==> config.mk <==
export PLATFORM = sky130hd
export DESIGN_NAME = stump_control_ws
export DESIGN_NICKNAME = d
export VERILOG_FILES = /design/src/rtl/stump_control_ws.sv
export SDC_FILE = /design/constraint.sdc
export NUM_CORES = 1
export LEC_CHECK = 0
export BUFFER_PORTS_ARGS = -buffer_cell sky130_fd_sc_hd__buf_2
export CAP_MARGIN = 20
export CELL_PAD_IN_SITES_DETAIL_PLACEMENT = 0
export CELL_PAD_IN_SITES_GLOBAL_PLACEMENT = 1
export CORE_ASPECT_RATIO = 0.7
export CORE_MARGIN = 3
export CORE_UTILIZATION = 28
export DETAILED_ROUTE_END_ITERATION = 7
export HOLD_SLACK_MARGIN = 0.03
export PLACE_DENSITY_LB_ADDON = 0.1
export SETUP_SLACK_MARGIN = 0.15
export SLEW_MARGIN = 5
export SYNTH_ARGS = -nofsm -noshare
export SYNTH_HDL_FRONTEND = slang
export SYNTH_SLANG_ARGS = --single-unit
==> constraint.sdc <==
create_clock -name clk -period 3.35 [get_ports clk]
set_input_delay 0.67 -clock clk [delete_from_list [all_inputs] [get_ports clk]]
set_output_delay 0.67 -clock clk [all_outputs]
set_load 0.01 [all_outputs]
==> src/rtl/stump_control_ws.sv <==
// Stump control unit with memory wait states and a bus timeout.
// Instruction-cycle FSM plus decode; outputs are combinational.
module stump_control_ws #(
  parameter int TIMEOUT = 15,
  parameter int WAIT_W  = 4
) (
  input  logic        clk,
  input  logic        rst,
  input  logic [3:0]  cc,
  input  logic [15:0] ir,
  input  logic        mem_ready,
  output logic        fetch,
  output logic        execute,
  output logic        memory,
  output logic        ext_op,
  output logic        reg_write,
  output logic [2:0]  dest,
  output logic [2:0]  srcA,
  output logic [2:0]  srcB,
  output logic [1:0]  shift_op,
  output logic        opB_mux_sel,
  output logic [2:0]  alu_func,
  output logic        cc_en,
  output logic        mem_ren,
  output logic        mem_wen,
  output logic        stall,
  output logic        bus_err
);

  typedef enum logic [1:0] {
    S_FETCH,
    S_EXEC,
    S_MEM,
    S_ERR
  } state_t;

  state_t            state_q, state_d;
  logic [WAIT_W-1:0] wait_q, wait_d;
  logic              bus_err_q, bus_err_d;

  logic [2:0] op;
  logic       is_alu, is_mem, is_bcc;
  logic       n, z, v, c;
  logic       base, cond;
  logic       tmo;
  logic       stl;
  logic       rw, cen, ren, wen;

  assign op     = ir[15:13];
  assign is_alu = (op <= 3'd5);
  assign is_mem = (op == 3'd6);
  assign is_bcc = (op == 3'd7);
  assign {n, z, v, c} = cc;

  assign tmo = (TIMEOUT != 0) &&
               (wait_q == WAIT_W'(TIMEOUT));

  // Branch condition: odd codes invert the even one below.
  always_comb begin
    base = 1'b1;
    case (ir[11:9])
      3'd0: base = 1'b1;
      3'd1: base = ~c & ~z;
      3'd2: base = ~c;
      3'd3: base = ~z;
      3'd4: base = ~v;
      3'd5: base = ~n;
      3'd6: base = (n == v);
      3'd7: base = ~z & (n == v);
    endcase
    cond = base ^ ir[8];
  end

  // State, wait counter and sticky error registers.
  always_ff @(posedge clk or negedge rst) begin
    if (!rst) begin
      state_q   <= S_FETCH;
      wait_q    <= '0;
      bus_err_q <= 1'b0;
    end else begin
      state_q   <= state_d;
      wait_q    <= wait_d;
      bus_err_q <= bus_err_d;
    end
  end

  // Next state; a stalled access past the limit parks in ERROR.
  always_comb begin
    state_d = state_q;
    stl     = 1'b0;
    unique case (state_q)
      S_FETCH: begin
        if (mem_ready) begin
          state_d = S_EXEC;
        end else begin
          stl = 1'b1;
          if (tmo) state_d = S_ERR;
        end
      end
      S_EXEC: begin
        state_d = is_mem ? S_MEM : S_FETCH;
      end
      S_MEM: begin
        if (mem_ready) begin
          state_d = S_FETCH;
        end else begin
          stl = 1'b1;
          if (tmo) state_d = S_ERR;
        end
      end
      S_ERR: begin
        state_d = S_ERR;
      end
    endcase

    if (state_d != state_q || mem_ready) begin
      wait_d = '0;
    end else if (stl) begin
      wait_d = wait_q + 1'b1;
    end else begin
      wait_d = wait_q;
    end

    bus_err_d = bus_err_q | (state_d == S_ERR);
  end

  // Datapath control decode for the current state.
  always_comb begin
    ext_op      = 1'b0;
    rw          = 1'b0;
    dest        = 3'd0;
    srcA        = 3'd0;
    srcB        = 3'd0;
    shift_op    = 2'b00;
    opB_mux_sel = 1'b0;
    alu_func    = 3'b000;
    cen         = 1'b0;
    ren         = 1'b0;
    wen         = 1'b0;
    unique case (state_q)
      S_FETCH: begin
        ren         = 1'b1;
        dest        = 3'd7;
        srcA        = 3'd7;
        opB_mux_sel = 1'b1;
        rw          = mem_ready;
      end
      S_EXEC: begin
        unique case (1'b1)
          is_alu: begin
            alu_func    = op;
            rw          = 1'b1;
            dest        = ir[10:8];
            srcA        = ir[7:5];
            srcB        = ir[4:2];
            opB_mux_sel = ir[12];
            shift_op    = ir[12] ? 2'b00 : ir[1:0];
            cen         = ir[11];
          end
          is_mem: begin
            srcA        = ir[7:5];
            srcB        = ir[4:2];
            opB_mux_sel = ir[12];
            shift_op    = ir[12] ? 2'b00 : ir[1:0];
          end
          is_bcc: begin
            ext_op      = 1'b1;
            opB_mux_sel = 1'b1;
            dest        = 3'd7;
            srcA        = 3'd7;
            rw          = cond;
          end
          default: ;
        endcase
      end
      S_MEM: begin
        if (ir[11]) begin
          ren  = 1'b1;
          rw   = mem_ready;
          dest = ir[10:8];
        end else begin
          wen  = 1'b1;
          srcA = ir[10:8];
        end
      end
      S_ERR: ;
    endcase
  end

  assign fetch     = (state_q == S_FETCH);
  assign execute   = (state_q == S_EXEC);
  assign memory    = (state_q == S_MEM);
  assign stall     = stl & rst;
  assign reg_write = rw & rst;
  assign cc_en     = cen & rst;
  assign mem_ren   = ren & rst;
  assign mem_wen   = wen & rst;
  assign bus_err   = bus_err_q;

endmodule

; After elaboration in Yosys (flattened, before gate mapping)
; Index checks and enable logic that the tools add are counted.
[totals]
inputBits = 23
output_inout_bits = 25
wordCells = 76
register_bits = 7
[op_classes]
n_bitwise = 13
addsub = 1
mux = 36
n_reduce_logical = 6
eq_ne = 16
n_lt_le_gt_ge = 1
[op_table]
columns = operator, n
row1 = $eq 3x3->1 const B, 6
row2 = $mux 3, 6
row3 = $pmux 3 s3, 2
row4 = $mux 2, 7
row5 = $pmux 3 s2, 2
row6 = $mux 1, 10
row7 = $mux 4, 2
row8 = $pmux 1 s2, 4
row9 = $pmux 1 s8, 1
row10 = $pmux 2 s4, 1
row11 = $and 1x1->1, 7
row12 = $eq 2x2->1 const B, 3
row13 = $eq 3x2->1 const B, 2
row14 = $add 4x1->4 const B, 1
row15 = $eq 4x4->1 const B, 1
row16 = $not 1->1, 4
row17 = $reduce_or 2->1, 2
row18 = $eq 3x1->1 const B, 1
row19 = $le 3x3->1 const B, 1
row20 = $logic_not 3->1, 1
row21 = $pmux 1 s3, 1
row22 = $eq 2x1->1 const B, 1
row23 = $logic_not 2->1, 1
row24 = $ne 2x2->1, 1
row25 = other kinds (5), 5

; Longest topological paths before layout
; Gate-level depths: netlist (run 1).
[depth]
word_depth = 7
ltp_mapped = 6
mapped_depth_nobuf = 5

; Least setup slack after synthesis (run 1)
; Ideal clock, no wire load.
[synth_path]
path_kind = input -> output
startpoint = input port ir[11]
endpoint = output port reg_write
setup_slack_ns = 0.988
stages = 5
n_path_buf = 1
arrival_time_ns = 1.692
required_ns = 2.680
path_cell_list = buf_6 -> nor4bb_1 -> nor4_1 -> a2111oi_1 -> a311o_1
[synth_between]
elab_chain_len = 6
elab_cells_between_ends = 14
classes_between = 7 x eq/ne / 4 x mux / 2 x bitwise / 1 x reduce/logical
[synth_rtl]
columns = element, line
row1 = from (decl), 10  ; input logic [15:0] ir,
row2 = "$eq 3x3->1, or another cell as far along", 61  ; case (ir[11:9])
row3 = $pmux 1 s8, 61
row4 = $xor 1x1->1, 71  ; cond = base ^ ir[8];
row5 = $pmux 1 s2, 149  ; unique case (1'b1)
row6 = $pmux 1 s3 *, 140  ; unique case (state_q)
row7 = $and 1x1->1 *, 194  ; assign reg_write = rw & rst;
row8 = to (decl), 16  ; output logic reg_write,
; Mark *: on every way between the ends. The rest lies on a longest branch, timed or not.

; Worst setup path after layout (run 1)
; Ends and elaborated chain as after synthesis.

==> results.toml, run 1 <==
[run_status]
status = "completed"

[layout]
multiInputGateArea_sq_um = 473
drive_gt1_frac = 0.366
mostFrequentLayoutCell = "buf_2"
area_growth_pct = 40.6
seq_area_sq_um = 175
n_antenna_cell = 0
mostFrequentLayoutCells = "buf_2 (47), a21oi_1 (14), nor2_1 (13), nand2_1 (7), dfrtp_1 (7)"
design_area_sq_um = 983
fillers = 252
nets = 170

[power]
power_density_nw_per_um2 = 655
p_leak_nw = 0.525
peakVddDrop_mv = 0.195
pwr-share-comb = 0.644
p_clk_frac = 0.119
netSwitchingPower_mw = 0.311
seqPwrFrac = 0.237
power.internal_mw = 0.334
swShare = 0.482

[timing]
rsz0062_at_grt = "false"
fmax_mhz = 374
whs_ps = 254
period_needed_ps = 2670
fin_setup_tns_ps = 0
slew_violations = 0
worst_slew_pin_slew_ps = 487
slew_headroom = 0.672
fin_ws_ps = 677
setup_violations = 0
finalHoldViolCount = 0
period_share = 0.798
fin_skew_ps = 6.39

[floorplanning]
dieArea_sq_um = 3140
core_area_sq_um = 2260
start_util = 0.310
die_y_um = 47.8
die_w_um = 65.7
ios = 48
rows = 14

[clock_tree]
cts_tree = "done"
cts_root_buf = "clkbuf_4"
postCtsHoldBufs = 0
cts_buffers = 3
clk_pin_slew_worst_paths_ps = 50
ctsResizeCount = 0
clock-sinks = 7
htree_levels = 1
insertion_delay_ps = 260
post_cts_buffers = 0
cts_buffer_depth = 2

[synth]
synthDistinctLibCells = 35
ys_top_cells_by_area = "dfrtp_1 (25%), a21oi_1 (10%), nor2_1 (7.0%)"
synth_top_area_cell = "dfrtp_1"
synth_seq_cells = 7
syn_avg_cell_area_sq_um = 7.14
synth_async_sr_flop_share = 1.00
synth_area_sq_um = 699
synth-edff-count = 0
yosys_most_used_dff = "dfrtp_1"
synth_seq_area_share = 0.250
syn_nets = 122
synth_top_area_frac = 0.250
synth_warnings = 0
netlist_instances = 98

[worst_setup_path]
r2r-start = "state_q[0]"
required_ps = 2680
timing.rr.end = "wait_q[1]"
worstPathMaxFanout = 11
reg2reg_slack_ps = 1960
crit_path_end_kind = "output port"
critPathKind = "in2out"
r2r_cells = 3
start_kind = "primary input"
arrival_ps = 2000

[global_routing]
grt_pass1_vias = 707
grt_first_pass_wirelength_um = 3190
overflow = 0
antenna_found_initial = 0
grt_usage = 0.137
grt_max_degree = 13

[drt]
vias_per_cell = 4.94
drt_iter0_drc = 15
ant_nets = 0
wl_um = 2170
wl_per_cell_um = 12.3
first_pass_iters = 4
post-route-drc-count = 0
vias = 874

[place]
dp_slack_ps = 702
place.gp.congestion = 0.727
place_area_sq_um = 957
dp_hpwl_um = 1700
port_buffers = 47

[flow_run]
cap_viol_max_count = 0

[min_path]
hold_class = "in2async"
==> power by group through the flow <==
| stage | clock network, mW | logic, mW | registers (mW) |
|---|---|---|---|
| floorplan | 0 | 0.290 | 0.118 |
| global placement | 0 | 0.414 | 0.151 |
| detailed placement | 0 | 0.417 | 0.154 |
| CTS | 0.0804 | 0.419 | 0.153 |
| global route | 0.0846 | 0.462 | 0.157 |
| finish | 0.0769 | 0.415 | 0.153 |
==> worst max-delay path by stage <==
stage,slack [ps],cells after the start,to,startpoint
6_report,680,6,reg_write,ir[11]
5_1_grt,610,6,reg_write,ir[11]
4_1_cts,690,6,reg_write,ir[11]
3_5_place_dp,700,6,reg_write,ir[11]
3_3_place_gp,710,6,reg_write,ir[11]
2_1_floorplan,990,5,reg_write,ir[11]
==> registers in the layout, indices dropped and copies added, names as in the netlist <==
name,flops
wait_q,4
state_q,2
bus_err,1
==> cell type report <==
| cell class | instances | share of cell area |
|---|---|---|
| multi-input combinational | 80 | 0.481 |
| sequential | 7 | 0.178 |
| tap | 32 | 0.0407 |
| clock buffer | 4 | 0.0267 |
| timing repair buffer | 49 | 0.254 |
| inverter | 5 | 0.0191 |
==> per-stage QoR <==
| step | instances | utilization | total power [mW] |
|---|---|---|---|
| 2_1_floorplan | 98 | - | 0.408 |
| 4_1_cts | 177 | 0.435 | 0.652 |
| 3_5_place_dp | 173 | 0.424 | 0.571 |
| 5_1_grt | 177 | 0.435 | 0.704 |
| 6_report | 177 | 0.435 | 0.645 |
| 3_3_place_gp | 173 | 0.424 | 0.564 |
==> per-layer routing <==
layer  share of wire  vias to the layer above  wire [um]  GRT usage
met5               0                        -          0          0
met4           0.013                        0         29     0.0496
met3           0.079                        4        171     0.0399
met2            0.38                       37        830      0.197
met1            0.52                      382       1140      0.195
li1                -                      451          -          -
==> logic make-up (layout without fill, tap and decap cells) <==
kind of cell | after synthesis | count (layout) | synth area share
buffers and inverters | 11 | 58 | 0.0733
muxes | 1 | 1 | 0.0143
AOI/OAI and AO/OA | 31 | 31 | 0.263
adders and majority gates | 1 | 1 | 0.0179
and+or+nand+nor | 44 | 44 | 0.343
DFF | 7 | 7 | 0.250
xor gates and xnor gates | 3 | 3 | 0.0376
==> cells in the mapped netlist (2+ instances only) <==
library cell	instances
o21ai_0	6
inv_1	5
nor2b_1	3
clkbuf_1	2
buf_2	2
dfrtp_1	7
a21oi_1	14
nand2_1	7
and3_1	5
nor3_1	4
nor3b_1	2
o22ai_1	3
xor2_1	2
nand3_1	2
and3b_1	2
nor2_1	13
==> critical path, cell delays in order <==
cell	delay, ps
buf_2	190
and4bb_1	210
nor4_1	310
a2111oi_1	140
a311o_1	340
buf_2	140
No activity file was read; power rests on OpenSTA's default activity.
==> run 2: changes to the inputs <==
--- a/config.mk
+++ b/config.mk
@@ -5,13 +5,14 @@
 export SDC_FILE = /design/constraint.sdc
 export NUM_CORES = 1
 export LEC_CHECK = 0
+export ABC_AREA = 1
 export BUFFER_PORTS_ARGS = -buffer_cell sky130_fd_sc_hd__buf_2
 export CAP_MARGIN = 20
 export CELL_PAD_IN_SITES_DETAIL_PLACEMENT = 0
 export CELL_PAD_IN_SITES_GLOBAL_PLACEMENT = 1
 export CORE_ASPECT_RATIO = 0.7
 export CORE_MARGIN = 3
-export CORE_UTILIZATION = 28
+export CORE_UTILIZATION = 24
 export DETAILED_ROUTE_END_ITERATION = 7
 export HOLD_SLACK_MARGIN = 0.03
 export PLACE_DENSITY_LB_ADDON = 0.1
==> constraint.sdc (replaced) <==
create_clock -name clk -period 2.2 [get_ports clk]
set_input_delay 0.44 -clock clk [delete_from_list [all_inputs] [get_ports clk]]
set_output_delay 0.44 -clock clk [all_outputs]
set_load 0.01 [all_outputs]
==> results.toml, run 2 <==
[synth]
synth_warnings = 0
synth_top_area_frac = 0.234
netlist_instances = 125
syn_nets = 149
synthTopCellsByCount = "nand2_1 (32), nor2_1 (19), inv_1 (18)"
synth_area_sq_um = 749
synth-edff-count = 0
synth_top_area_cell = "dfrtp_1"
synth-simple-area-share = 0.399
synthDistinctLibCells = 22
synthMuxAreaShare = 0
synth-xor-area-share = 0.0234
synth_seq_area_share = 0.234
synth-adder-area-share = 0.0167
syn_avg_cell_area_sq_um = 6.00
yosys_most_used_dff = "dfrtp_1"
synth_async_sr_flop_share = 1.00
yosysMostFrequentCell = "nand2_1"
synth_top_family_by_area = "simple AND/OR/NAND/NOR gates"
synth_compound_area_frac = 0.187
ys_top_cells_by_area = "dfrtp_1 (23%), nand2_1 (16%), nor2_1 (9.5%)"
synth_seq_cells = 7

[clock_tree]
htree_levels = 1
clock-sinks = 7
cts_root_buf = "clkbuf_8"
cts_buffer_depth = 2
clk_pin_slew_worst_paths_ps = 40
postCtsHoldBufs = 0
cts_tree = "done"
insertion_delay_ps = 230
cts_buffers = 3

[timing]
period_share = 0.894
fin_setup_tns_ps = 0
setup_violations = 0
period_needed_ps = 1970
finalHoldViolCount = 0
worst_slew_pin_slew_ps = 330
slew_violations = 0
slew_headroom = 0.779
fin_skew_ps = 2.44
fmax_mhz = 509
rsz0062_at_grt = "true"

[layout]
largest_reg_flops = 4
mostFrequentLayoutCells = "buf_2 (47), nand2_1 (32), inv_1 (17), nor2_1 (17), o21ai_0 (11)"
final_core_util = 0.378
mostFrequentLayoutCell = "buf_2"
seq_area_sq_um = 176
area_growth_pct = 45.6
multiInputGateArea_sq_um = 482
regMostFlops = "wait_q"
fillers = 337
drive_gt1_frac = 0.379
nets = 202
n_antenna_cell = 0

[floorplanning]
die_w_um = 72.8
start_util = 0.260
ios = 48
rows = 16
die_y_um = 52.8
dieArea_sq_um = 3840
core_area_sq_um = 2880

[global_routing]
grt_first_pass_wirelength_um = 4100
grt_usage = 0.138
antenna_found_initial = 0
overflow = 0
grt_max_degree = 11
grt_pass1_vias = 896

[worst_setup_path]
cpMaxStageDelayCell = "dfrtp_2"
r2r-start = "state_q[0]"
max_stage_delay_ps = 430
arrival_ps = 1530
start_kind = "flip-flop"
path_buf_inv = 3
timing.rr.end = "wait_q[0]"
critPathKind = "reg2out"
required_ps = 1760
r2r_cells = 7
cp_top_family = "flip-flops"
reg2reg_slack_ps = 890
crit_path_end_kind = "output port"
worstPathMaxFanout = 5
path_cells = "buf_4 -> nor2_4 -> inv_1 -> o311ai_1 -> buf_2"

[drt]
first_pass_iters = 4
vias_per_cell = 4.54
wl_per_cell_um = 11.9
wl_um = 2530
ant_nets = 0
post-route-drc-count = 0
drt_iter0_drc = 35
vias = 967

[place]
port_buffers = 47
dp_hpwl_um = 2090
place.gp.congestion = 0.814

[power]
power_density_nw_per_um2 = 1080
peakVddDrop_mv = 0.419
p_leak_nw = 0.624

[run_status]
status = "completed"

[min_path]
hold_class = "in2async"

[flow_run]
cap_viol_max_count = 0
[run 2: stage by stage]
stage / area [sq um] / total power [mW] / hold WS, ps / cells / setup WS (ps)
floorplan: 749 / 0.683 / 144 / 125 / 522
global placement: 1010 / 0.940 / 287 / 207 / 290
detailed placement: 1010 / 0.947 / 290 / 207 / 283
CTS: 1070 / 1.15 / 45.3 / 212 / 226
global route: 1090 / 1.29 / 53.4 / 213 / 119
finish: 1090 / 1.18 / 46.9 / 213 / 233
[run 2: timing repair]
item | in CTS | in global routing
buffers inserted | 1 | 1
gates resized for setup | 1 | 5
pin swaps | 1 | 0
endpoints found under the setup margin | 3 | 8
[run 2: cell families after synthesis]
logic type	after synthesis
flip-flops	7
AND/OR/NAND/NOR	69
adder cells (fa/ha/maj)	1
AO/OA/AOI/OAI	22
XOR/XNOR	2
buffers and inverters	24
[run 2: area by class of cell]
class | count | share of cell area
Tap cell | 36 | 0.0413
Sequential cell | 7 | 0.162
Timing Repair Buffer | 50 | 0.236
Inverter | 22 | 0.0780
Clock buffer | 4 | 0.0413
Multi-Input combinational cell | 94 | 0.442
[run 2: metal layers]
metal,vias up,wire [um],part of all wire,track usage
met4,0,8,0.0032,0.0245
met5,-,0,0,0
met2,47,973,0.38,0.193
li1,505,-,-,-
met3,3,267,0.11,0.0460
met1,412,1280,0.51,0.202
[run 2: worst max path at each step]
stage	startpoint	end	depth (start not counted)
after detailed placement	ir[14]	opB_mux_sel	6
after global routing	state_q[1]	reg_write	6
final	state_q[0]	srcA[0]	5
after global placement	ir[10]	reg_write	10
after CTS	state_q[0]	dest[2]	7
after floorplan	state_q[0]	dest[0]	4
[run 2: where the power goes]
group	leakage (nW)	switching (mW)	total (mW)	internal (mW)
Clock	0.0228	0.0576	0.183	0.126
Sequential	0.0865	0.0493	0.211	0.162
Combinational	0.514	0.476	0.782	0.306
Total	0.624	0.583	1.18	0.593
